===== src/rtl/score_event_gen.sv =====
// score_event_gen: per-frame goal detection, stretched score-increment strobes,
// serve hold-off, game-over at the winning score and restart digit-clear sequencing.
module score_event_gen #(
  parameter int unsigned FIELD_XMIN     = 8,
  parameter int unsigned FIELD_XMAX     = 631,
  parameter int unsigned PULSE_W        = 4,
  parameter int unsigned HOLDOFF_FRAMES = 60,
  parameter int unsigned WIN_SCORE      = 9
) (
  input  logic       clk,
  input  logic       rst,
  input  logic       frame_tick,
  input  logic [9:0] ball_x,
  input  logic       ball_valid,
  input  logic       restart,
  output logic       inc_left,
  output logic       inc_right,
  output logic       clr_n,
  output logic       serve,
  output logic       serve_dir,
  output logic       game_over,
  output logic [3:0] score_left,
  output logic [3:0] score_right
);

  localparam int unsigned XW  = 10;
  localparam int unsigned SW  = 4;
  localparam int unsigned PCW = (PULSE_W > 0) ? $clog2(PULSE_W + 1) : 1;
  localparam int unsigned HCW = (HOLDOFF_FRAMES > 0) ? $clog2(HOLDOFF_FRAMES + 1) : 1;

  localparam logic [PCW-1:0] PULSE_LAST = PCW'(PULSE_W);
  localparam logic [PCW-1:0] PULSE_ONE  = PCW'(1);
  localparam logic [HCW-1:0] HOLD_LAST  = HCW'(HOLDOFF_FRAMES);
  localparam logic [HCW-1:0] HOLD_ONE   = HCW'(1);
  localparam logic [XW-1:0]  XMIN       = XW'(FIELD_XMIN);
  localparam logic [XW-1:0]  XMAX       = XW'(FIELD_XMAX);
  localparam logic [SW-1:0]  WIN        = SW'(WIN_SCORE);
  localparam logic [SW-1:0]  SCORE_ONE  = SW'(1);

  typedef enum logic [2:0] {
    S_HOLDOFF,
    S_PLAY,
    S_PULSE,
    S_GAMEOVER,
    S_CLEAR
  } state_t;

  state_t         state, state_d;
  logic [PCW-1:0] pcnt, pcnt_d;
  logic [HCW-1:0] hcnt, hcnt_d;
  logic           scorer, scorer_d;  // 1 = left player scored
  logic [SW-1:0]  score_left_d, score_right_d;
  logic           inc_left_d, inc_right_d, clr_n_d, serve_d, serve_dir_d, game_over_d;

  // Next-state and next-output logic; every output is registered below.
  always_comb begin
    state_d       = state;
    pcnt_d        = pcnt;
    hcnt_d        = hcnt;
    scorer_d      = scorer;
    score_left_d  = score_left;
    score_right_d = score_right;
    serve_dir_d   = serve_dir;
    inc_left_d    = 1'b0;
    inc_right_d   = 1'b0;
    clr_n_d       = 1'b1;
    serve_d       = 1'b0;

    if (restart) begin
      state_d       = S_CLEAR;
      pcnt_d        = PULSE_ONE;
      score_left_d  = '0;
      score_right_d = '0;
      serve_dir_d   = 1'b0;
      clr_n_d       = 1'b0;
    end else begin
      unique case (state)
        S_HOLDOFF: begin
          if (hcnt == HOLD_LAST) begin
            serve_d = 1'b1;
            state_d = S_PLAY;
          end else if (frame_tick) begin
            hcnt_d = hcnt + HOLD_ONE;
          end
        end
        S_PLAY: begin
          if (frame_tick && ball_valid) begin
            if (ball_x < XMIN) begin
              scorer_d    = 1'b0;
              inc_right_d = 1'b1;
              pcnt_d      = PULSE_ONE;
              state_d     = S_PULSE;
            end else if (ball_x > XMAX) begin
              scorer_d   = 1'b1;
              inc_left_d = 1'b1;
              pcnt_d     = PULSE_ONE;
              state_d    = S_PULSE;
            end
          end
        end
        S_PULSE: begin
          // Strobe falls here; the shadow score tracks the digit's own count.
          if (pcnt == PULSE_LAST) begin
            hcnt_d = '0;
            if (scorer) begin
              score_left_d = score_left + SCORE_ONE;
              serve_dir_d  = 1'b1;
            end else begin
              score_right_d = score_right + SCORE_ONE;
              serve_dir_d   = 1'b0;
            end
            if ((scorer ? score_left_d : score_right_d) == WIN) begin
              state_d = S_GAMEOVER;
            end else begin
              state_d = S_HOLDOFF;
            end
          end else begin
            pcnt_d      = pcnt + PULSE_ONE;
            inc_left_d  = scorer;
            inc_right_d = ~scorer;
          end
        end
        S_GAMEOVER: begin
          state_d = S_GAMEOVER;
        end
        S_CLEAR: begin
          if (pcnt == PULSE_LAST) begin
            hcnt_d  = '0;
            state_d = S_HOLDOFF;
          end else begin
            pcnt_d  = pcnt + PULSE_ONE;
            clr_n_d = 1'b0;
          end
        end
        default: begin
          state_d = S_HOLDOFF;
        end
      endcase
    end

    game_over_d = (state_d == S_GAMEOVER);
  end

  always_ff @(posedge clk or negedge rst) begin
    if (!rst) begin
      state       <= S_HOLDOFF;
      pcnt        <= '0;
      hcnt        <= '0;
      scorer      <= 1'b0;
      score_left  <= '0;
      score_right <= '0;
      serve_dir   <= 1'b0;
      inc_left    <= 1'b0;
      inc_right   <= 1'b0;
      clr_n       <= 1'b1;
      serve       <= 1'b0;
      game_over   <= 1'b0;
    end else begin
      state       <= state_d;
      pcnt        <= pcnt_d;
      hcnt        <= hcnt_d;
      scorer      <= scorer_d;
      score_left  <= score_left_d;
      score_right <= score_right_d;
      serve_dir   <= serve_dir_d;
      inc_left    <= inc_left_d;
      inc_right   <= inc_right_d;
      clr_n       <= clr_n_d;
      serve       <= serve_d;
      game_over   <= game_over_d;
    end
  end

endmodule


===== config.mk =====
export PLATFORM = sky130hd
export DESIGN_NAME = score_event_gen
export DESIGN_NICKNAME = d
export VERILOG_FILES = /design/src/rtl/score_event_gen.sv
export SDC_FILE = /design/constraint.sdc
export NUM_CORES = 1
export LEC_CHECK = 0
export ABC_AREA = 0
export CAP_MARGIN = 20
export CORE_MARGIN = 1
export CORE_UTILIZATION = 50
export DETAILED_ROUTE_END_ITERATION = 12
export GPL_ROUTABILITY_DRIVEN = 0
export GPL_TIMING_DRIVEN = 0
export PLACE_DENSITY = 0.81
export RECOVER_POWER = 100
export REMOVE_ABC_BUFFERS = 1
export SYNTH_ARGS = -nofsm -noshare
export SYNTH_HDL_FRONTEND = slang
export SYNTH_SLANG_ARGS = --single-unit

===== constraint.sdc =====
create_clock -name clk -period 3.2 [get_ports clk]
set_input_delay 0.48 -clock clk [delete_from_list [all_inputs] [get_ports clk]]
set_output_delay 0.48 -clock clk [all_outputs]
set_load 0.03 [all_outputs]

# Word level (Yosys, flattened, before mapping)

Index checks and enable logic that the tools add are counted.
Widths: inputs -> output; s select.

Reduce and logical (&&, ||, !) cells: 12
Bitwise gates (word level): 2
Muxes and demuxes: 57
$add $sub $neg: 4
Order comparisons: 2
Eq/ne operators: 14

Operator list:

| cell                 | count |
|---|---|
| $mux 4               | 15 |
| $mux 3               | 12 |
| $mux 1               | 21 |
| $mux 6               | 3 |
| $pmux 3 s5           | 1 |
| $pmux 6 s2           | 1 |
| $gt 10x10->1 const B | 1 |
| $lt 10x4->1 const B  | 1 |
| $eq 3x2->1 const B   | 3 |
| $add 4x1->4 const B  | 2 |
| $reduce_and 4->1     | 2 |
| $reduce_bool 2->1    | 4 |
| $add 6x1->6 const B  | 1 |
| $eq 3x3->1 const B   | 2 |
| $eq 6x6->1 const B   | 1 |
| $ne 3x3->1 const B   | 2 |
| $pmux 3 s2           | 1 |
| $reduce_and 5->1     | 1 |
| $eq 4x4->1 const B   | 1 |
| $ne 2x2->1 const B   | 2 |
| $ne 4x4->1 const B   | 1 |
| $pmux 1 s2           | 2 |
| $add 3x1->3 const B  | 1 |
| $eq 3x1->1 const B   | 1 |
| 8 further kinds      | 9 |

Input port bits: 15
Register bits after elaboration: 27
Output and inout port bits: 14
Logic and storage cells: 103

# Longest topological paths before layout

Word-level depth: 12
Mapped depth: 7
Mapped depth without buffers: 7

# Worst setup path after synthesis

No wires, ideal clock.

Path kind: flip-flop to flip-flop
Start: register score_left[0]
End: register game_over
Clock period less this slack: 2.100 ns
Stages on the path, launching flop included: 7
Setup time: 0.087 ns
Arrival: 2.013 ns
Slack: 1.100 ns
Path buffers: 0
Required time: 3.113 ns
Path through: dfrtp_1 ha_1 xor2_1 or4_1 a2111oi_2 a21oi_1 a211oi_2

Longest elaborated chain between the ends: 12

Ends and longest elaborated chain:

| item                   | line | text |
|---|---|---|
| start, declared        | 22   | `output logic [3:0] score_left,` |
| start signal, assigned | 163  | `score_left <= score_left_d;` |
| $add 4x1->4            | 106  | `score_left_d = score_left + SCORE_ONE;` |
| $mux 4 *               | 105  | `if (scorer) begin` |
| $mux 4 *               | 103  | `if (pcnt == PULSE_LAST) begin` |
| $mux 4 *               | 77   | `unique case (state)` |
| $mux 4 *               | 69   | `if (restart) begin` |
| $mux 4 *               | 112  | `if ((scorer ? score_left_d : score_right_d) == WIN) begin` |
| $eq 4x4->1 *           | 112  |  |
| $mux 2 *               | 112  |  |
| $mux 3 *               | 103  |  |
| $pmux 3 s5 *           | 77   |  |
| $mux 3 *               | 69   |  |
| $eq 3x2->1 *           | 141  | `game_over_d = (state_d == S_GAMEOVER);` |
| via game_over_d        | 53   | `logic inc_left_d, inc_right_d, clr_n_d, serve_d, serve_dir_d, game_over_d;` |
| end signal, assigned   | 170  | `game_over <= game_over_d;` |
| end, declared          | 21   | `output logic game_over,` |

The timed path passes the listed nets; every way through them passes the cells marked *. The select of a mux whose other input is x is not followed.
A chain may end at the register's enable or synchronous reset.

# Worst setup path in the final report

Start: input ball_x[3]
End: register pcnt[0]

Longest elaborated chain between the ends: 5
Elaborated cells between the ends (all ways): 8
Classes of those cells: order compare: 2; eq/ne: 1; mux: 4; reduce/logical: 1

Ends and longest elaborated chain:

| item                 | line | text |
|---|---|---|
| start, declared      | 13   | `input logic [9:0] ball_x,` |
| $lt 10x4->1          | 88   | `if (ball_x < XMIN) begin` |
| $mux 3               | 88   |  |
| $mux 3               | 87   | `if (frame_tick && ball_valid) begin` |
| $pmux 3 s2           | 77   |  |
| $mux 3               | 69   |  |
| end signal, assigned | 160  | `pcnt <= pcnt_d;` |
| end, declared        | 49   | `logic [PCW-1:0] pcnt, pcnt_d;` |

Several ways; a longest one is shown, not always the timed one. The select of a mux whose other input is x is not followed.

==> results.json <==
{
  "post_drt_wl_per_cell_um": 14.0,
  "outcome": "finished, final reports clean",
  "hpwlAfterDp_um": 2380,
  "die_area_um2": 3370,
  "swShare": 0.333,
  "critPathTopFamily": "compound AO/OA/AOI/OAI gates",
  "grt_pass1_wl_um": 5660,
  "n_antenna_cell": 0,
  "holdPathStages": 1,
  "rows": 19,
  "grt_pass1_vias": 1287,
  "top_layer_used": "met4",
  "nNetsFinal": 208,
  "crit_type": "in2reg",
  "met3_length_um": 152,
  "holdWs_ps": 507,
  "coreArea_um2": 2880,
  "synth_cell_types": 45,
  "viasPerCell": 5.66,
  "crit_path_end_kind": "flop",
  "cp.depth": 6,
  "worstReg2RegEnd": "game_over",
  "cts_buffers": 3,
  "leakage_nw": 0.843,
  "die_x_um": 58.1,
  "worstSetupEndpoint": "pcnt[0]",
  "max_clock_freq_mhz": 427,
  "wl_um": 3200,
  "p_comb_frac": 0.219,
  "clk_pin_slew_ps": 140,
  "ys_seq_area_frac": 0.430,
  "drtIter0Drc": 46,
  "p_int_w": 0.000519,
  "initial_core_util": 0.547,
  "dpl-instance-area_um2": 1840,
  "ys_seq_elements": 27,
  "cts.sinks": 27,
  "r2r_setup_slack_ps": 990,
  "slew_headroom": 0.452,
  "synth_area_um2": 1570,
  "maxCapViolCount": 0,
  "r2r-start": "score_left[0]",
  "min_period_over_period": 0.732,
  "overflow": 0,
  "crit_buf_inv": 1,
  "cts_setup_buffers": 0,
  "post_cts_resized": 0,
  "cpMaxStageDelayCell": "dlygate4sd3_1",
  "cts_tree": "done",
  "gr-usage-all-layers": 0.217,
  "drc_errors": 0,
  "finalMaxSlewViolations": 0,
  "worstSetupStartpoint": "ball_x[3]",
  "setup_viol": 0,
  "worstSkewPairLatency_ps": 340,
  "worst-path-max-fanout": 3,
  "dieHeight_um": 58.1,
  "synth_cells": 163,
  "ctsRootBufferMaster": "clkbuf_4",
  "routed-via-count": 1290,
  "clockPowerShare": 0.200,
  "syn_area_per_cell_um2": 9.65,
  "grt_antenna_before_repair": 0,
  "ir_drop_mv": 0.253,
  "cpPeakStageDelay_ps": 560,
  "final_layout_size_suffix_gt1_frac": 0.0376,
  "skew_ps": 12.1,
  "area_growth_pct": 17.3,
  "postCtsHoldBufs": 0,
  "crit_chain": "dlygate4sd3_1, and4_1, o31ai_1, a21oi_1, a211oi_1, mux2_1",
  "rsz0062_at_grt": "no",
  "met1_length_um": 1480,
  "hold_class": "reg2reg",
  "ant_nets": 0,
  "post-route-min-period_ps": 2340,
  "pwr-share-seq": 0.581,
  "rr_worst_depth": 5,
  "worst_pin_slew_ps": 814,
  "critPathRequiredTime_ps": 3430,
  "power.switching_w": 0.000259,
  "htreeDepth": 1,
  "ys_warn_count": 0,
  "fin_tns_setup_ps": 0,
  "firstDrtPassIters": 4,
  "stdcell_area_um2": 1840,
  "arrival_ps": 2570,
  "grt_max_degree": 21,
  "wl_met2_um": 1530,
  "cts.path.max_buffers": 2,
  "num_io_pins": 29,
  "startpoint_type": "input port",
  "port_buffers": 25,
  "hold_viol": 0,
  "p_per_area_nw_per_um2": 422
}
## sequential cells by signal, indices dropped and copies added (netlist names)
name and flops:
clr_n 1, game_over 1, hcnt 6, inc_left 1, inc_right 1, pcnt 3
score_left 4, score_right 4, scorer 1, serve 1, serve_dir 1, state 3
## synthesized netlist by cell type (all sizes together)
| cell | number | share of area |
|---|---|---|
| or4 | 3 | 0.014 |
| nand3 | 5 | 0.016 |
| nor4 | 3 | 0.012 |
| xor2 | 8 | 0.045 |
| o31ai | 3 | 0.014 |
| nor3 | 5 | 0.016 |
| mux2 | 1 | 0.0072 |
| a211oi | 2 | 0.013 |
| o211ai | 1 | 0.0048 |
| o21bai | 1 | 0.0048 |
| nor4bb | 1 | 0.0064 |
| dfstp | 1 | 0.017 |
| a2111oi | 1 | 0.0095 |
| o32a | 2 | 0.013 |
| and4 | 1 | 0.0056 |
| a211o | 2 | 0.011 |
| dfrtp | 26 | 0.41 |
| a31oi | 4 | 0.016 |
| a21oi | 5 | 0.016 |
| inv | 7 | 0.017 |
| o32ai | 1 | 0.0056 |
| o2bb2ai | 1 | 0.0056 |
| o21ai | 7 | 0.022 |
| ha | 6 | 0.048 |
| a21o | 3 | 0.014 |
| and3 | 3 | 0.012 |
| or3 | 2 | 0.0080 |
| nand2b | 5 | 0.020 |
| or2 | 1 | 0.0040 |
| o31a | 1 | 0.0056 |
| mux2i | 4 | 0.025 |
| nand2 | 14 | 0.033 |
| clkbuf | 3 | 0.0072 |
| and2 | 2 | 0.0080 |
| or3b | 1 | 0.0056 |
| nand3b | 3 | 0.014 |
| nor2 | 15 | 0.036 |
| xnor2 | 4 | 0.027 |
| a32oi | 1 | 0.0056 |
| buf | 4 | 0.022 |
## layer usage
layer  GRT usage  vias up
li1            -      628
met1       0.290      621
met2       0.358       37
met3      0.0335        4
met4      0.0816        0
met5           0        -
## worst min path at each step
stage	startpoint	end	slack [ps]
global route	hcnt[5]	hcnt[5]	530
detailed placement	hcnt[5]	hcnt[5]	480
CTS	hcnt[5]	hcnt[5]	510
finish	hcnt[5]	hcnt[5]	510
floorplan	rst	game_over	180
global placement	hcnt[5]	hcnt[5]	480
## layout by cell type, fill, tap and decap left out, drive strengths merged, types with 2 or more instances in the layout
cell type      netlist  routed
inv                  7       7
nor3                 5       5
or3                  2       2
o32a                 2       2
a31oi                4       4
mux2i                4       4
xnor2                4       4
nor4                 3       3
clkbuf               3       4
clkdlybuf4s50        0       8
and3                 3       3
or4                  3       3
a211o                2       2
nand2               14      14
xor2                 8       8
dfrtp               26      26
a21oi                5       5
dlygate4sd3          0      17
nand3b               3       3
ha                   6       6
nand2b               5       5
nand3                5       5
a211oi               2       2
o21ai                7       7
a21o                 3       3
o31ai                3       3
nor2                15      15
and2                 2       2
## power groups by stage
stage	clock [W]	combinational (W)	sequential, W
finish	0.000156	0.000170	0.000452
CTS	0.000164	0.000179	0.000452
global route	0.000174	0.000196	0.000462
global placement	0	0.000160	0.000453
detailed placement	0	0.000177	0.000459
floorplan	0	0.000112	0.000447
## final cells by class
class	count	area [um^2]
inverter	7	26.3
sequential	27	677
clock buffer	3	22.5
fill	252	1030
timing repair buffer	26	254
clock inverter	1	7.51
tap	42	52.6
multi-input combinational	122	805
## stage by stage
| step | power (W) | setup WS (ps) | utilization | cells |
|---|---|---|---|---|
| floorplan | 0.000559 | 1100 | - | 156 |
| detailed placement | 0.000635 | 613 | 0.641 | 224 |
| CTS | 0.000794 | 977 | 0.652 | 228 |
| global placement | 0.000613 | 697 | 0.636 | 223 |
| finish | 0.000778 | 857 | 0.641 | 228 |
| global route | 0.000832 | 729 | 0.641 | 228 |
## cell families after synthesis
family          count (synthesis)  share of synthesized area
flops                          27                      0.430
buf+inv                        14                     0.0461
xor+xnor                       12                     0.0716
simple gates                   64                      0.211
mux                             5                     0.0326
fa+ha+maj                       6                     0.0477
compound gates                 35                      0.161
No activity file was read; power rests on OpenSTA's default activity.
==> variant 1 (config.mk and constraints unchanged) <==
The parameter `FIELD_XMIN` goes from 8 to 4.
--- a/src/rtl/score_event_gen.sv
+++ b/src/rtl/score_event_gen.sv
@@ -3,3 +3,3 @@
 module score_event_gen #(
-  parameter int unsigned FIELD_XMIN     = 8,
+  parameter int unsigned FIELD_XMIN     = 4,
   parameter int unsigned FIELD_XMAX     = 631,
Formal check against the unedited RTL: no difference found for any inputs over 10 cycles, from zero or initial values and one cycle with rst low; that may be too few to reach the edited logic, so the function may still have changed.
==> variant 1 against the unedited design <==
  * Non-clock buffer count grew 1
  * Combinational power grew 22%
  * Sequential cell count is the same
  * Die area grew 1.2%
  * Global-route usage shrank 1.1 points
  * Critical endpoint is now hcnt[4]
  * Register-to-register slack lost 30 ps
  * Count of clock-buffer cells in the layout is the same
  * Final cell count is the same
  * Via count shrank 0.93%
  * Wire length grew 0.69%
  * Design area shrank 0.88%
  * Area after synthesis grew 1.3%
  * Total power grew 3.2%
  * Setup slack gained 100 ps
==> variant 1: results (changes against the unedited design) <==
status=finished, final reports clean; DP HPWL=2390 µm (+0.42%); synth top area cells=dfrtp_1 (41%), ha_1 (4.7%), nor2_1 (4.5%); max-slew violations=0 (unchanged); Post-synth top cells=dfrtp_1 (26), nor2_1 (19), nand3_1 (12), nand2_1 (11); slowest cell delay on critical path=530 ps (-30 ps); reg2reg setup slack=960 ps (-30 ps); ys async rst share=1.000 (unchanged); Area after DPL=0.001862 mm² (+0.95%); post-DR wirelength/cell=14.12 µm (+0.69%); Syn. warnings=0 (unchanged); Final #Nets=206 (-0.96%); first-pass GRT wire length=5395 µm (-4.7%); crit path max fanout=8 (+5); PortBufs=26 (+4.0%); 1st-iter DRT viols=37 (-20%); number of global-route vias before repair=1,217 (-5.4%); worst skew pair latency=350 ps; filler instances=254 (+0.79%); n_diodes=0 (unchanged); largest net degree at the start of global routing=23 (+9.5%); Worst R2R Start=pcnt[0]; Max H-tree Level=1 (unchanged); DP Worst Slack=862.6 ps (+249.3 ps); Worst Skew=13.22 ps (+1.112 ps); total global-route track usage=0.2066 (-0.01084); CP max stage cell=a21oi_1; Min Hold Slack=550.2 ps (+42.87 ps); crit-path leading delay family=simple AND/OR/NAND/NOR gates; peak supply drop=0.0002636 V (+4.2%); CTS max path bufs=2 (unchanged); Yosys cell types=49 (+8.9%); clock-pin slew on the worst setup and hold paths=160 ps (+20 ps); Resized cells post-CTS=0 (unchanged); Reg2Reg Depth=7 (+2); Root Buffer=clkbuf_4; Top FF cell, synth=dfrtp_1; via/cell ratio=5.605 (-0.93%); layout cells sized above 1=0.05978 (+0.02215); FF-to-FF End=hcnt[4]; Worst Hold Class=in -> async; Arr. time, crit path=2480 ps (-90 ps); number of setup buffers added after CTS=0 (unchanged); DR pass1 iterations=4 (unchanged); total CTS buffers=3 (unchanged); Slew headroom=0.4497 (-0.002401); initial antenna violation count=0 (unchanged); biggest regs=hcnt x6, score_left x4, score_right x4; sequential cell area fraction in the yosys report=0.4250 (-0.005409); LEAKAGE=0.7930 nW (-5.9%)
==> variant 1: cell types whose count changed after synthesis, sizes merged, moves of 3 or more <==
cell    delta
buf        +3
nor2       +4
nand2b     -4
a21o       -3
o21ai      -3
nand3      +7
mux2i      +3
==> variant 1: cell type report <==
cell class	count	area, µm²	share of cell area
Multi-Input combinational cell	119	778.2	0.4257
Sequential cell	27	676.9	0.3703
Timing Repair Buffer	27	264.0	0.1444
Tap cell	44	55.05	0.03012
Inverter	7	26.28	0.01437
Clock buffer	3	22.52	0.01232
Clock inverter	1	5.005	0.002738
==> variant 1: cell families after synthesis <==
logic type                 count (synthesis)  synth area share
AOI/OAI and AO/OA                         28            0.1343
xor gates and xnor gates                  11           0.06049
muxes                                      8           0.05106
buffers and inverters                     15           0.05499
adders and majority gates                  6           0.04713
DFF                                       27            0.4250
and+or+nand+nor                           66            0.2270
==> variant 1: worst max-delay path by stage <==
stage	startpoint	to	slack [ps]	cells past startpoint
final	pcnt[0]	hcnt[4]	960	7
after global routing	pcnt[1]	hcnt[5]	810	7
after CTS	clr_n	clr_n	1170	1
after detailed placement	restart	pcnt[0]	860	3
after global placement	restart	pcnt[0]	900	3
after floorplan	score_right[0]	game_over	1290	6
==> variant 1: routing by layer <==
layer,track usage,part of all wire
met5,0,0
met4,0.08163,0.012
met2,0.3629,0.50
met1,0.2543,0.44
met3,0.03297,0.043
==> variant 1: metrics by stage <==
stage,utilization,cells,power (mW)
after floorplan,-,153,0.5899
after global placement,0.6099,223,0.6446
after detailed placement,0.6149,224,0.6685
after CTS,0.6240,228,0.8234
after global routing,0.6037,228,0.8531
final,0.6037,228,0.8029
==> variant 1: power breakdown <==
group / total (mW) / leakage, nW / internal (mW) / switching (mW)
clock: 0.156 / 0.0177 / 0.0472 / 0.108
combinational: 0.207 / 0.418 / 0.0911 / 0.116
sequential: 0.440 / 0.357 / 0.392 / 0.0483
==> variant 1: worst reg2reg max path: stages (launching register included) <==
cell and delay (ps):
dfrtp_1 430, inv_1 70, ha_1 160, nand2_1 190
or3_1 400, a21oi_1 530, mux2i_1 290, nand2_1 80
==> variant 2 (same flow settings) <==
Made on the original files. Register the inputs `frame_tick`, `ball_x`, `ball_valid` and `restart` before use, without a reset. The logic sees them one clock later.
--- a/src/rtl/score_event_gen.sv
+++ b/src/rtl/score_event_gen.sv
@@ -47,2 +47,14 @@
 
+  logic frame_tick_q;
+  logic [9:0] ball_x_q;
+  logic ball_valid_q;
+  logic restart_q;
+
+  always_ff @(posedge clk) begin
+    frame_tick_q <= frame_tick;
+    ball_x_q     <= ball_x;
+    ball_valid_q <= ball_valid;
+    restart_q    <= restart;
+  end
+
   state_t         state, state_d;
@@ -68,3 +80,3 @@
 
-    if (restart) begin
+    if (restart_q) begin
       state_d       = S_CLEAR;
@@ -81,3 +93,3 @@
             state_d = S_PLAY;
-          end else if (frame_tick) begin
+          end else if (frame_tick_q) begin
             hcnt_d = hcnt + HOLD_ONE;
@@ -86,4 +98,4 @@
         S_PLAY: begin
-          if (frame_tick && ball_valid) begin
-            if (ball_x < XMIN) begin
+          if (frame_tick_q && ball_valid_q) begin
+            if (ball_x_q < XMIN) begin
               scorer_d    = 1'b0;
@@ -92,3 +104,3 @@
               state_d     = S_PULSE;
-            end else if (ball_x > XMAX) begin
+            end else if (ball_x_q > XMAX) begin
               scorer_d   = 1'b1;
Formal check against the unedited RTL: not equivalent (Yosys sat finds a counterexample within 4 cycles, from zero or initial values and one cycle with rst low).
==> variant 2 against the unedited design <==
  * Sequential cell count up 10
  * Area after synthesis grew 12%
  * Sequential share of layout area is 4.7 points higher
  * Register-to-register slack improved by 150 ps
  * Clock power grew to 2.5 times the old value
  * Setup slack improved by 270 ps
  * Fmax is 13% higher
  * Die area rose by 11%
  * Wire length decreased by 1.2%
  * Combinational power down 7%
  * Design area up 15%
  * Via count is 1.9% higher
  * Total power grew 40%
  * Global-route usage down 2.0 points
==> variant 2: results (changes against the unedited design) <==
Post-Synth XOR/XNOR Area=0.04993 (-0.02167); DP Worst Slack=1243 ps (+630.1 ps); LEAKAGE=0.9482 nW (+12%); biggest regs=ball_x_q x7, hcnt x6; M3 GR Usage=0.04412 (+0.01064); layout cells sized above 1=0.08763 (+0.04999); 1st-iter DRT viols=113 (+150%); DP HPWL=2337 µm (-1.8%); first-pass GRT wire length=5333 µm (-5.8%); area share of fa/ha/maj cells after synthesis=0.04280 (-0.004937); Worst Hold Class=in -> async; placed insts=232 (+3.6%); total global-route track usage=0.1971 (-0.02037); met2 Resource Use GR=0.3199 (-0.03809); sequential cell area fraction in the yosys report=0.5000 (+0.06961); Arr. time, crit path=1590 ps (-980 ps); Max H-tree Level=2 (+1); slowest cell delay on critical path=740 ps (+180 ps); Worst Max-Slew Pin Slew=1059 ps (+245.1 ps); status=finished, final reports clean; GR Util met1=0.2483 (-0.04149); synth top area cells=dfrtp_1 (37%), dfxtp_1 (11%), ha_1 (4.3%); Reg2Reg Depth=6 (+1); DR vias=1,314 (+1.9%); peak supply drop=0.0003044 V (+20%); syn_area_per_cell=10.57 µm² (+9.5%); reg2reg setup slack=1140 ps (+150 ps); Yosys cell types=50 (+11%); largest net degree at the start of global routing=22 (+4.8%); Final #Nets=214 (+2.9%)
[variant 2: cell types whose count changed after synthesis, moves of 3 or more]
cell / delta
dfxtp_1: +10
inv_1: +3
nand4_1: +3
nand3_1: +3
nor2b_1: +3
nand2_1: -7
[variant 2: path summary, 6_finish.rpt]
kind	start	to
setup / recovery	clr_n	clr_n
hold / removal	rst	hcnt[2]
setup reg to reg	pcnt[0]	hcnt[4]
hold reg to reg	hcnt[5]	hcnt[5]
max in group asynchronous	rst	score_right[1]
min in group clk	hcnt[5]	hcnt[5]
[variant 2: cells by family (layout without fill, tap and decap cells)]
family	count (synthesis)	count (layout)
flops	37	37
simple gates	59	59
mux	5	5
xor+xnor	10	10
compound gates	34	34
buf+inv	15	43
fa+ha+maj	6	6
[variant 2: where the power goes]
part | internal (mW) | leakage, nW | switching [mW]
sequential | 0.501 | 0.447 | 0.0363
clock | 0.242 | 0.0552 | 0.151
combinational | 0.0706 | 0.446 | 0.0874
total | 0.814 | 0.948 | 0.275
[variant 2: metrics by stage]
stage               total power [mW]  hold slack [ps]    util  cell area [µm²]
floorplan                     0.6605            184.4       -             1729
global route                   1.156            460.1  0.6355             2121
global placement              0.7076            496.4  0.6104             2037
finish                         1.089            459.2  0.6355             2121
CTS                            1.115            442.0  0.6494             2167
detailed placement            0.7214            499.5  0.6187             2064
[variant 2: metal layers]
layer | part of all wire | routed length (µm)
met5 | 0 | 0
met2 | 0.51 | 1604
met4 | 0.015 | 48
met3 | 0.029 | 92
met1 | 0.45 | 1413
[variant 2: cell type report]
class                   count  area (µm²)
multi-input cells         114       795.8
inverters                   9       33.78
clock inverters             3       65.06
repair buffers             26       254.0
flip-flops and latches     37       877.1
fillers                   294        1216
clock buffers               5       37.54
well taps                  46       57.56
